$ cat src/rtl/fetch_stage_if.sv
// Instruction-memory request/response port of the fetch stage (req/gnt/rvalid).
interface fetch_stage_if;
    logic        imem_req_o;
    logic [31:0] imem_addr_o;
    logic        imem_gnt_i;
    logic        imem_rvalid_i;
    logic [31:0] imem_rdata_i;

    modport master (
        output imem_req_o, imem_addr_o,
        input  imem_gnt_i, imem_rvalid_i, imem_rdata_i
    );

    modport slave (
        input  imem_req_o, imem_addr_o,
        output imem_gnt_i, imem_rvalid_i, imem_rdata_i
    );
endinterface

$ cat src/rtl/fetch_stage.sv
// Instruction fetch: owns the PC, issues in-order imem requests under a credit limit,
// buffers returned words with their PCs and flushes on redirect. FETCH_PERF_EN adds counters.
module fetch_stage #(
    parameter logic [31:0] RESET_PC   = 32'h0000_0000,
    parameter int          FIFO_DEPTH = 2
) (
    input  logic                 clk,
    input  logic                 rst,
    fetch_stage_if.master        imem,
    input  logic                 redirect_i,
    input  logic [31:0]          redirect_pc_i,
    input  logic                 stall_i,
    output logic                 valid_o,
    output logic [31:0]          instr_o,
    output logic [31:0]          pc_o,
    output logic [31:0]          fetch_cnt_o,
    output logic [31:0]          bubble_cnt_o
);
    localparam int              PTR_W  = $clog2(FIFO_DEPTH);
    localparam int              CNT_W  = PTR_W + 1;
    localparam logic [31:0]     NOP    = 32'h0000_0013;
    localparam logic [CNT_W:0]  CREDIT = (CNT_W+1)'(FIFO_DEPTH);

    typedef enum logic {BOOT = 1'b0, FETCH = 1'b1} state_e;

    typedef struct packed {
        logic [31:0] pc;
        logic [31:0] instr;
    } fetch_ent_t;

    state_e           state_q, state_d;
    logic [31:0]      pc_q;
    logic [CNT_W-1:0] outstanding_q, discard_q, fifo_cnt_q, outstanding_nxt;
    logic [PTR_W-1:0] wr_ptr_q, rd_ptr_q, tag_wr_q, tag_rd_q;
    fetch_ent_t       fifo_q [FIFO_DEPTH];
    logic [31:0]      tag_q  [FIFO_DEPTH];
    logic             credit_ok, req, grant, rsp, push, pop;

    // ---------------- FSM ----------------
    always_ff @(posedge clk) begin
        if (!rst) state_q <= BOOT;
        else      state_q <= state_d;
    end

    always_comb begin
        state_d = state_q;
        case (state_q)
            BOOT:  state_d = FETCH;
            FETCH: state_d = FETCH;
        endcase
    end

    always_comb begin
        req = 1'b0;
        if (state_q == FETCH) req = credit_ok;
    end

    // Words still in flight and words buffered both consume a slot, so the FIFO can never overflow.
    assign credit_ok = ({1'b0, outstanding_q} + {1'b0, fifo_cnt_q}) < CREDIT;
    assign grant     = req && imem.imem_gnt_i;
    assign rsp       = imem.imem_rvalid_i && (outstanding_q != '0);
    assign push      = rsp && (discard_q == '0) && !redirect_i;
    assign pop       = valid_o && !stall_i;

    assign outstanding_nxt = outstanding_q + CNT_W'(grant) - CNT_W'(rsp);

    assign imem.imem_req_o  = req;
    assign imem.imem_addr_o = pc_q;

    // ---------------- control state ----------------
    always_ff @(posedge clk) begin
        if (!rst) begin
            pc_q          <= RESET_PC;
            outstanding_q <= '0;
            discard_q     <= '0;
            fifo_cnt_q    <= '0;
            wr_ptr_q      <= '0;
            rd_ptr_q      <= '0;
            tag_wr_q      <= '0;
            tag_rd_q      <= '0;
        end else begin
            outstanding_q <= outstanding_nxt;
            if (grant) tag_wr_q <= tag_wr_q + PTR_W'(1);
            if (rsp)   tag_rd_q <= tag_rd_q + PTR_W'(1);
            if (redirect_i) begin
                // Everything still in flight after this edge belongs to the old path.
                pc_q       <= redirect_pc_i & ~32'h3;
                discard_q  <= outstanding_nxt;
                fifo_cnt_q <= '0;
                wr_ptr_q   <= '0;
                rd_ptr_q   <= '0;
            end else begin
                if (grant) pc_q <= pc_q + 32'd4;
                if (rsp && (discard_q != '0)) discard_q <= discard_q - CNT_W'(1);
                if (push) wr_ptr_q <= wr_ptr_q + PTR_W'(1);
                if (pop)  rd_ptr_q <= rd_ptr_q + PTR_W'(1);
                fifo_cnt_q <= fifo_cnt_q + CNT_W'(push) - CNT_W'(pop);
            end
        end
    end

    // ---------------- storage ----------------
    always_ff @(posedge clk) begin
        if (grant) tag_q[tag_wr_q] <= pc_q;
        if (push)  fifo_q[wr_ptr_q] <= '{pc: tag_q[tag_rd_q], instr: imem.imem_rdata_i};
    end

    assign valid_o = (fifo_cnt_q != '0);
    assign instr_o = valid_o ? fifo_q[rd_ptr_q].instr : NOP;
    assign pc_o    = valid_o ? fifo_q[rd_ptr_q].pc    : 32'h0;

`ifdef FETCH_PERF_EN
    logic [31:0] fetch_cnt_q, bubble_cnt_q;

    always_ff @(posedge clk) begin
        if (!rst) begin
            fetch_cnt_q  <= '0;
            bubble_cnt_q <= '0;
        end else begin
            if (pop)                 fetch_cnt_q  <= fetch_cnt_q + 32'd1;
            if (!valid_o && !stall_i) bubble_cnt_q <= bubble_cnt_q + 32'd1;
        end
    end

    assign fetch_cnt_o  = fetch_cnt_q;
    assign bubble_cnt_o = bubble_cnt_q;
`else
    assign fetch_cnt_o  = 32'h0;
    assign bubble_cnt_o = 32'h0;
`endif

    // A response with nothing in flight is a memory protocol violation; the word is ignored.
    a_rvalid_has_credit: assert property (@(posedge clk) disable iff (!rst)
        imem.imem_rvalid_i |-> (outstanding_q != '0));

endmodule

$ cat src/flat_wrapper.sv
// flat-port wrapper written by rule: the top's interface ports become plain ports
module fetch_stage_flat 
#(
    parameter logic [31:0] RESET_PC   = 32'h0000_0000,
    parameter int          FIFO_DEPTH = 2
)
  (clk, rst, redirect_i, redirect_pc_i, stall_i, valid_o, instr_o, pc_o, fetch_cnt_o, bubble_cnt_o, imem_imem_req_o, imem_imem_addr_o, imem_imem_gnt_i, imem_imem_rvalid_i, imem_imem_rdata_i);
  fetch_stage_if imem_i ();
  input  logic clk;
  input  logic rst;
  input  logic redirect_i;
  input  logic [31:0] redirect_pc_i;
  input  logic stall_i;
  output logic valid_o;
  output logic [31:0] instr_o;
  output logic [31:0] pc_o;
  output logic [31:0] fetch_cnt_o;
  output logic [31:0] bubble_cnt_o;
  output wire logic [$bits(imem_i.imem_req_o)-1:0] imem_imem_req_o;
  output wire logic [$bits(imem_i.imem_addr_o)-1:0] imem_imem_addr_o;
  input wire logic [$bits(imem_i.imem_gnt_i)-1:0] imem_imem_gnt_i;
  input wire logic [$bits(imem_i.imem_rvalid_i)-1:0] imem_imem_rvalid_i;
  input wire logic [$bits(imem_i.imem_rdata_i)-1:0] imem_imem_rdata_i;
  assign imem_imem_req_o = imem_i.imem_req_o;
  assign imem_imem_addr_o = imem_i.imem_addr_o;
  assign imem_i.imem_gnt_i = imem_imem_gnt_i;
  assign imem_i.imem_rvalid_i = imem_imem_rvalid_i;
  assign imem_i.imem_rdata_i = imem_imem_rdata_i;
  fetch_stage #(.RESET_PC(RESET_PC), .FIFO_DEPTH(FIFO_DEPTH)) u_core (.clk(clk), .rst(rst), .imem(imem_i), .redirect_i(redirect_i), .redirect_pc_i(redirect_pc_i), .stall_i(stall_i), .valid_o(valid_o), .instr_o(instr_o), .pc_o(pc_o), .fetch_cnt_o(fetch_cnt_o), .bubble_cnt_o(bubble_cnt_o));
endmodule
$ cat config.mk
export PLATFORM = sky130hd
export DESIGN_NAME = fetch_stage_flat
export DESIGN_NICKNAME = d
export VERILOG_FILES = /design/src/rtl/fetch_stage_if.sv /design/src/rtl/fetch_stage.sv /design/src/flat_wrapper.sv
export SDC_FILE = /design/constraint.sdc
export NUM_CORES = 1
export LEC_CHECK = 0
export BUFFER_PORTS_ARGS = -buffer_cell sky130_fd_sc_hd__buf_2
export CAP_MARGIN = 40
export CORE_UTILIZATION = 48
export DETAILED_ROUTE_END_ITERATION = 8
export PLACE_DENSITY = 0.86
export SYNTH_ARGS = -nofsm -noshare
export SYNTH_HDL_FRONTEND = slang
export SYNTH_SLANG_ARGS = --single-unit
export TNS_END_PERCENT = 50
$ cat constraint.sdc
create_clock -name clk -period 4.7 [get_ports clk]
set_input_delay 0.94 -clock clk [delete_from_list [all_inputs] [get_ports clk]]
set_output_delay 0.94 -clock clk [all_outputs]
set_load 0.01 [all_outputs]
==> results of run 1 <==
[logic make-up after synthesis]
kind of cell | share of synthesized area [%]
compound gates | 4.60
xor+xnor | 1.73
fa+ha+maj | 0.857
buf+inv | 7.10
flops | 66.3
mux | 10.0
other cells | 0.0389
simple gates | 9.37
[stage by stage]
step / power [W] / worst slack, ns / utilization (%)
after floorplan: 0.00289 / 1.05 / -
after global placement: 0.00302 / 1.52 / 53.6
after detailed placement: 0.00306 / 1.48 / 53.9
after CTS: 0.00472 / 1.57 / 57.4
after global routing: 0.00486 / 1.47 / 57.4
final: 0.00469 / 1.59 / 57.4
[area by class of cell]
type                       count  share of cell area (%)
inverter                      13                   0.434
timing repair buffer         174                    8.43
tap                          265                    2.95
clock inverter                14                   0.756
clock buffer                  27                    5.43
multi-input combinational    434                    25.2
sequential                   227                    56.8
[state kept, by name, summed over array words and instances (netlist names), named ones only]
name and flops:
u_core.rd_ptr_q 1, u_core.tag_rd_q 1, u_core.imem.imem_addr_o 30, u_core.outstanding_q 2
u_core.tag_q 60, u_core.fifo_cnt_q 2, u_core.discard_q 2, u_core.wr_ptr_q 1
u_core.state_q 1, u_core.fifo_q 124, u_core.tag_wr_q 1
[worst max path at each step]
stage / startpoint / endpoint / slack, ns / cells after the start
floorplan: imem_imem_rvalid_i / u_core.fifo_q[0][0] / 1.05 / 3
finish: u_core.fifo_cnt_q[0] / u_core.imem.imem_addr_o[27] / 1.59 / 8
global placement: redirect_i / u_core.fifo_q[1][9] / 1.52 / 4
detailed placement: redirect_i / u_core.fifo_q[1][12] / 1.48 / 4
CTS: u_core.fifo_cnt_q[0] / u_core.imem.imem_addr_o[27] / 1.57 / 8
global route: u_core.fifo_cnt_q[0] / u_core.imem.imem_addr_o[27] / 1.47 / 8
[cells in the final DEF, fill, tap and decap left out, types with 3 or more instances in the layout]
master     instances
and3_1             5
nor2b_1            3
and4_1             4
nand4_1           13
mux2_2            30
a21oi_1           12
nor2_1            71
nor4_1             9
ha_1               5
a31oi_1            7
xor2_1             3
clkbuf_16         23
inv_1             12
buf_4             10
conb_1            68
nor3b_1            4
nand2_1           17
clkinv_2           6
and2_1             7
nand3_1           14
o211a_1            6
nand2b_1           3
a311oi_1           3
edfxtp_1         184
buf_2            161
mux2i_1           63
or3_1              5
nor3_1             4
xnor2_1           16
inv_4              3
o31ai_1            3
dfxtp_1           42
or4_1              7
o21ai_0           33
[power by group]
group	switching, W	leakage [nW]	total [W]	internal [W]
sequential	0.0000893	2.04	0.00245	0.00236
clock	0.000736	0.347	0.00167	0.000936
combinational	0.000324	1.84	0.000567	0.000243
total	0.00115	4.22	0.00469	0.00354
[worst register-to-register path, delay by kind of cell, from the launching register on]
| kind | cells | cell delay [ns] |
|---|---|---|
| compound gates | 1 | 0.16 |
| flops | 1 | 0.38 |
| buf+inv | 2 | 0.29 |
| fa+ha+maj | 1 | 0.47 |
| simple gates | 4 | 1.75 |
[per-layer routing]
metal | share of wire, % | track usage, % | vias up | routed length, um
met2 | 51 | 31.7 | 210 | 9920
met3 | 6.7 | 3.27 | 39 | 1300
met5 | 0 | 0 | - | 0
met1 | 40 | 21.7 | 2895 | 7720
met4 | 2.7 | 8.29 | 0 | 516
li1 | - | - | 2811 | -
==> flow_summary.ini, run 1 <==
[status]
outcome = complete, no violations

[clocking]
clockBufferDepth = 3
cts_tree = done
cts_made_buffers = 23
clock-sinks = 227
clockRootBuffer = clkbuf_16
cts_setup_buffers = 0
htreeDepth = 1
clkLatencyLatePin_ns = 0.50
hold_buffers = 0
cts.clk_slew.worst_paths_ns = 0.07
ctsResizeCount = 0

[grt]
grt_pass1_wl_um = 28600
antenna_found_initial = 0
grt-ovfl-total = 0
grt_pass1_vias = 5647
grt.total_usage_pct = 18.1
grt_start_max_net_pins = 63

[cells_and_area]
finalNetCount = 949
fill_cells = 1563
area_delta_synth_final_pct = 16.7
drive_gt1_share_pct = 28.1
multiInputGateArea_um2 = 2840
ff_latch_area_um2 = 6390
antennaDiodeCount = 0
finalNonFillerCells = 1154
final_area_um2 = 11300

[sta]
hold_ws_ns = 0.515
worst_pin_slew_ns = 0.876
maxSlewHeadroom_pct = 41.6
period_needed_ns = 3.11
period_share_pct = 66.2
setup_tns_ns = 0
setup_viol = 0
skew_ns = 0.0138
rsz0062_at_grt = no
hold_violations = 0
drv_slew = 0
fmax_mhz = 321

[placement]
place_congestion = 0.835
numPortBuffers = 161
place_inst = 1113
placed_area_um2 = 10600
dpl.hpwl_um = 12800

[synth]
postSynthAreaPerCell_um2 = 13.6
netlist_instances = 708
synth_edf_count = 184
synth_top_area_share_pct = 57.3
synthMostInstantiatedCell = edfxtp_1
synth_area_leaders = edfxtp_1 57%, dfxtp_1 8.9%, mux2i_1 6.5%
synth_seq_cells = 227
synthArstFlopShare_pct = 0
ys_seq_area_share_pct = 66.3
synth_commonest_cells = 184 x edfxtp_1, 73 x nor2_1, 68 x buf_4
synthFlopType = edfxtp_1
synth.distinct_cells = 48
yosys_warnings = 0
synth_top_area_cell = edfxtp_1
synth_area_um2 = 9640

[route]
wire_per_inst_um = 16.9
drtPass1Iterations = 5
wirelength_um = 19500
dr.first_iter.drc_count = 520
viasPerCell = 5.16
antenna_left = 0
via_count = 5955
drcViolationCount = 0

[floorplanning]
fp.coreArea_um2 = 19600
num_rows = 51
die_height_um = 144
ios = 232
fp.dieW_um = 144
die_area_um2 = 20600
initial_utilization_pct = 49.2

[critical_path]
crit_required_ns = 5.13
worstPathArrival_ns = 3.54
crit_type = reg2reg
r2r-end = u_core.imem.imem_addr_o[27]
start_kind = flip-flop
end_kind = flip-flop
critPathTopFamily = simple AND/OR/NAND/NOR gates
rr_worst_depth = 8
crit_chain = inv_1 -> nor2_1 -> fa_1 -> nand4bb_1 -> buf_4 -> or4_1 -> or4_1 -> a31oi_1
r2r_slack_ns = 1.59
slowest_stage = or4_1
cp_max_fo = 16
worst_path_largest_cell_delay_ns = 0.84
worst-path-buf-inv = 2
path_common_cell = or4_1
rr_startpoint = u_core.fifo_cnt_q[0]

[pwr]
p_leak_nw = 4.22
p_per_area_nw_per_um2 = 416
max-vdd-ir-drop_uv = 259

[worst_hold_path]
worstHoldEndpoint = u_core.tag_q[1][31]
hold_depth = 0
hp-start = u_core.imem.imem_addr_o[31]
hp-class = reg2reg

[job]
max-cap-violations = 0
Note: power is estimated with default switching activity, not from simulation.
==> run 2: changes to the inputs <==
==> constraint.sdc (replaced) <==
create_clock -name clk -period 2.6 [get_ports clk]
set_input_delay 0.52 -clock clk [delete_from_list [all_inputs] [get_ports clk]]
set_output_delay 0.52 -clock clk [all_outputs]
set_load 0.01 [all_outputs]
==> flow_summary.ini, run 2 (synthesis results as in run 1) <==
[status]
outcome = complete, no violations

[cells_and_area]
largest_register_ffs = 124
finalNonFillerCells = 1173
finalNetCount = 968
area_delta_synth_final_pct = 19.9
antennaDiodeCount = 0
fin_util_pct = 59.0
fill_cells = 1505
final_cell_mix = 184 x edfxtp_1, 161 x buf_2, 70 x nor2_1, 68 x conb_1, 63 x mux2i_1
drive_gt1_share_pct = 29.7
final_area_um2 = 11600
largest-register = u_core.fifo_q
layout_commonest_cell = edfxtp_1

[critical_path]
critPathTopFamily = simple AND/OR/NAND/NOR gates
path_common_cell = or4_1
slowest_stage = or4_1
crit_type = reg2reg
crit_required_ns = 3.03
crit_chain = inv_1 -> nor2_2 -> fa_1 -> nand4bb_4 -> or4_1 -> buf_6 -> or4_1 -> a31oi_1
worst-path-buf-inv = 2
rr_startpoint = u_core.fifo_cnt_q[0]
setup.worst_path.start = u_core.fifo_cnt_q[0]
worst_path_largest_cell_delay_ns = 0.47
cp_max_fo = 14
start_kind = flip-flop
end_kind = flip-flop
worstPathArrival_ns = 2.97

[grt]
grt.total_usage_pct = 19.2
grt_start_max_net_pins = 63
antenna_found_initial = 0
grt_pass1_vias = 5929
grt-ovfl-total = 0
grt_pass1_wl_um = 30300

[job]
max-cap-violations = 0

[floorplanning]
initial_utilization_pct = 49.2
fp.dieW_um = 144
die_area_um2 = 20600
num_rows = 51
fp.coreArea_um2 = 19600
die_height_um = 144
ios = 232

[route]
wirelength_um = 20400
dr.first_iter.drc_count = 466
viasPerCell = 5.22
wire_per_inst_um = 17.4
antenna_left = 0
via_count = 6125
drtPass1Iterations = 5
drcViolationCount = 0

[pwr]
p_per_area_nw_per_um2 = 762
p_leak_nw = 4.37
max-vdd-ir-drop_uv = 328
total_power_w = 0.00880

[sta]
period_needed_ns = 2.54
worst_slack_ns = 0.0602
setup_viol = 0
hold_violations = 0
worst_pin_slew_ns = 0.690
period_share_pct = 97.7
maxSlewHeadroom_pct = 53.9
skew_ns = 0.0202
drv_slew = 0
fmax_mhz = 394

[placement]
placed_area_um2 = 10700
numPortBuffers = 161
dpl.hpwl_um = 13300
place_inst = 1132
place_congestion = 0.850
dpl_worst_slack_ns = -0.0128

[clocking]
clockBufferDepth = 3
clock-sinks = 227
clkLatencyLatePin_ns = 0.50
cts.clk_slew.worst_paths_ns = 0.07
clockRootBuffer = clkbuf_16
cts_made_buffers = 22
htreeDepth = 1
hold_buffers = 0
cts_tree = done

[worst_hold_path]
hp-class = in2reg
hp-start = imem_imem_rdata_i[20]
==> run 2: changes by cell type in the layout (fill, tap and decap cells not counted), moves of 2 or more <==
| cell | delta |
|---|---|
| bufinv_16 | +3 |
| clkbuf_1 | +3 |
| buf_4 | +15 |
| buf_12 | +5 |
| clkinv_4 | -2 |
| clkinv_2 | -3 |
| inv_4 | -3 |
==> run 2: through the flow <==
| step | setup TNS, ns | hold WS (ns) |
|---|---|---|
| after global placement | 0 | 0.494 |
| final | 0 | 0.213 |
| after CTS | 0 | 0.197 |
| after detailed placement | -0.0128 | 0.507 |
| after global routing | -0.149 | 0.196 |
| after floorplan | -30.06 | 0.481 |
==> run 2: final cells by class <==
class / instances / area (um2) / area share [%]
well taps: 265 / 332 / 2.87
flip-flops and latches: 227 / 6390 / 55.3
clock inverters: 9 / 120 / 1.04
inverters: 13 / 48.8 / 0.422
repair buffers: 194 / 1140 / 9.91
clock buffers: 31 / 636 / 5.50
multi-input cells: 434 / 2890 / 25.0
==> run 2: routing by layer <==
layer	part of all wire (%)	up-vias	wire length, um	track usage, %
met3	6.3	47	1280	3.23
met1	39	2992	7970	22.7
met2	51	243	10500	34.1
li1	-	2843	-	-
met5	0	-	0	0
met4	3.1	0	639	8.85
==> run 2: power breakdown <==
part           switching (W)  internal [W]  leakage [nW]
registers           0.000154       0.00426          2.04
logic               0.000631      0.000496          1.96
clock network        0.00126       0.00200         0.368
==> run 2: timing repair <==
item | in CTS | in global routing
gates resized for setup | 1 | 6
setup endpoints to repair | 2 | 8
endpoints found under the hold margin | 0 | 0
pin swaps | 2 | 0
setup buffers | 0 | 1
==> run 2: worst paths after layout <==
kind,slack (ns),cells past startpoint,to
max,0.06,8,u_core.imem.imem_addr_o[27]
min,0.21,1,u_core.fifo_q[1][20]
max reg2reg,0.06,8,u_core.imem.imem_addr_o[27]
min reg2reg,0.53,2,u_core.rd_ptr_q
==> run 3: changes to the inputs <==
--- a/config.mk
+++ b/config.mk
@@ -7,9 +7,9 @@
 export LEC_CHECK = 0
 export BUFFER_PORTS_ARGS = -buffer_cell sky130_fd_sc_hd__buf_2
 export CAP_MARGIN = 40
-export CORE_UTILIZATION = 48
+export CORE_UTILIZATION = 55
 export DETAILED_ROUTE_END_ITERATION = 8
-export PLACE_DENSITY = 0.86
+export PLACE_DENSITY = 0.82
 export SYNTH_ARGS = -nofsm -noshare
 export SYNTH_HDL_FRONTEND = slang
 export SYNTH_SLANG_ARGS = --single-unit
==> constraint.sdc (replaced) <==
create_clock -name clk -period 3.3 [get_ports clk]
set_input_delay 0.33 -clock clk [delete_from_list [all_inputs] [get_ports clk]]
set_output_delay 0.33 -clock clk [all_outputs]
set_load 0.01 [all_outputs]
==> flow_summary.ini, run 3 (synthesis results as in run 1) <==
[job]
max-cap-violations = 0

[cells_and_area]
ff_latch_area_um2 = 6390
fin_util_pct = 65.8
multiInputGateArea_um2 = 2840
fill_cells = 1271
final_area_um2 = 11300
final_cell_mix = 184 x edfxtp_1, 161 x buf_2, 71 x nor2_1, 68 x conb_1, 63 x mux2i_1
largest-register = u_core.fifo_q
antennaDiodeCount = 0
layout_commonest_cell = edfxtp_1
largest_register_ffs = 124
finalNetCount = 951
finalNonFillerCells = 1116
drive_gt1_share_pct = 28.3
area_delta_synth_final_pct = 17.3

[critical_path]
slowest_stage = or4_1
crit_type = reg2reg
crit_chain = inv_1 -> nor2_1 -> fa_1 -> nand4bb_1 -> or4_1 -> or4_1 -> a31oi_1
worstPathArrival_ns = 3.30
critPathTopFamily = simple AND/OR/NAND/NOR gates
worst-path-buf-inv = 1
path_common_cell = or4_1
worst_path_largest_cell_delay_ns = 0.82
cp_max_fo = 16
crit_required_ns = 3.72
end_kind = flip-flop
start_kind = flip-flop

[grt]
grt_pass1_wl_um = 28900
grt_pass1_vias = 5561
grt_start_max_net_pins = 63
grt.total_usage_pct = 20.4
grt-ovfl-total = 0
antenna_found_initial = 0

[clocking]
cts_made_buffers = 22
clockRootBuffer = clkbuf_16
hold_buffers = 0
clkLatencyLatePin_ns = 0.50
clock-sinks = 227
htreeDepth = 1
ctsResizeCount = 0
cts_setup_buffers = 0
clockBufferDepth = 3
cts_tree = done
cts.clk_slew.worst_paths_ns = 0.06

[route]
wire_per_inst_um = 16.7
via_count = 5857
wirelength_um = 18600
dr.first_iter.drc_count = 288
antenna_left = 0
viasPerCell = 5.25
drcViolationCount = 0
drtPass1Iterations = 5

[placement]
placed_area_um2 = 10500
dpl.hpwl_um = 12000
place_congestion = 0.799
numPortBuffers = 161
place_inst = 1076
dpl_worst_slack_ns = 0.438

[floorplanning]
fp.dieW_um = 134
ios = 232
fp.coreArea_um2 = 17200
initial_utilization_pct = 56.1
die_height_um = 134
die_area_um2 = 18100
num_rows = 48

[sta]
hold_violations = 0
fmax_mhz = 347
setup_viol = 0
worst_slack_ns = 0.417
period_share_pct = 87.3
maxSlewHeadroom_pct = 42.8
drv_slew = 0
worst_pin_slew_ns = 0.857
rsz0062_at_grt = no
skew_ns = 0.0126
setup_tns_ns = 0
period_needed_ns = 2.88

[pwr]
p_leak_nw = 4.26
max-vdd-ir-drop_uv = 369
p_per_area_nw_per_um2 = 608

[status]
outcome = complete, no violations

[worst_hold_path]
hp-class = in2reg
run 3: report_power, final:
group	internal, W	switching (W)	total (W)
Sequential	0.00336	0.000134	0.00349
Clock	0.00158	0.00100	0.00258
Combinational	0.000356	0.000457	0.000813
Total	0.00529	0.00159	0.00688
run 3: final timing paths:
check / slack [ns] / cells past startpoint / start / endpoint
max: 0.42 / 7 / u_core.fifo_cnt_q[0] / u_core.imem.imem_addr_o[27]
min: 0.03 / 1 / imem_imem_rdata_i[13] / u_core.fifo_q[1][13]
max reg2reg: 0.42 / 7 / u_core.fifo_cnt_q[0] / u_core.imem.imem_addr_o[27]
min reg2reg: 0.53 / 2 / u_core.rd_ptr_q / u_core.rd_ptr_q
run 3: worst register-to-register path: stages, from the launching register on:
cell       delay, ns
dfxtp_1         0.37
inv_1           0.08
nor2_1          0.13
fa_1            0.46
nand4bb_1       0.22
or4_1           0.82
or4_1           0.57
a31oi_1         0.18
run 3: area by class of cell:
cell class,instances,area share [%]
Multi-Input combinational cell,434,25.1
Clock inverter,11,1.19
Clock buffer,29,5.55
Timing Repair Buffer,177,8.74
Sequential cell,227,56.5
Inverter,13,0.431
Tap cell,225,2.49
run 3: per-stage QoR:
stage	hold slack [ns]	total power (W)
2_1_floorplan	0.358	0.00412
3_3_place_gp	0.498	0.00431
3_5_place_dp	0.513	0.00435
4_1_cts	0.00875	0.00694
5_1_grt	0.00863	0.00714
6_report	0.0263	0.00688
run 3: per-layer routing:
| metal | wire (um) | vias to the layer above | global-route usage (%) |
|---|---|---|---|
| met5 | 0 | - | 0 |
| met4 | 314 | 0 | 6.87 |
| met3 | 1180 | 31 | 2.91 |
| met2 | 9420 | 212 | 35.5 |
| met1 | 7680 | 2805 | 26.3 |
| li1 | - | 2809 | - |
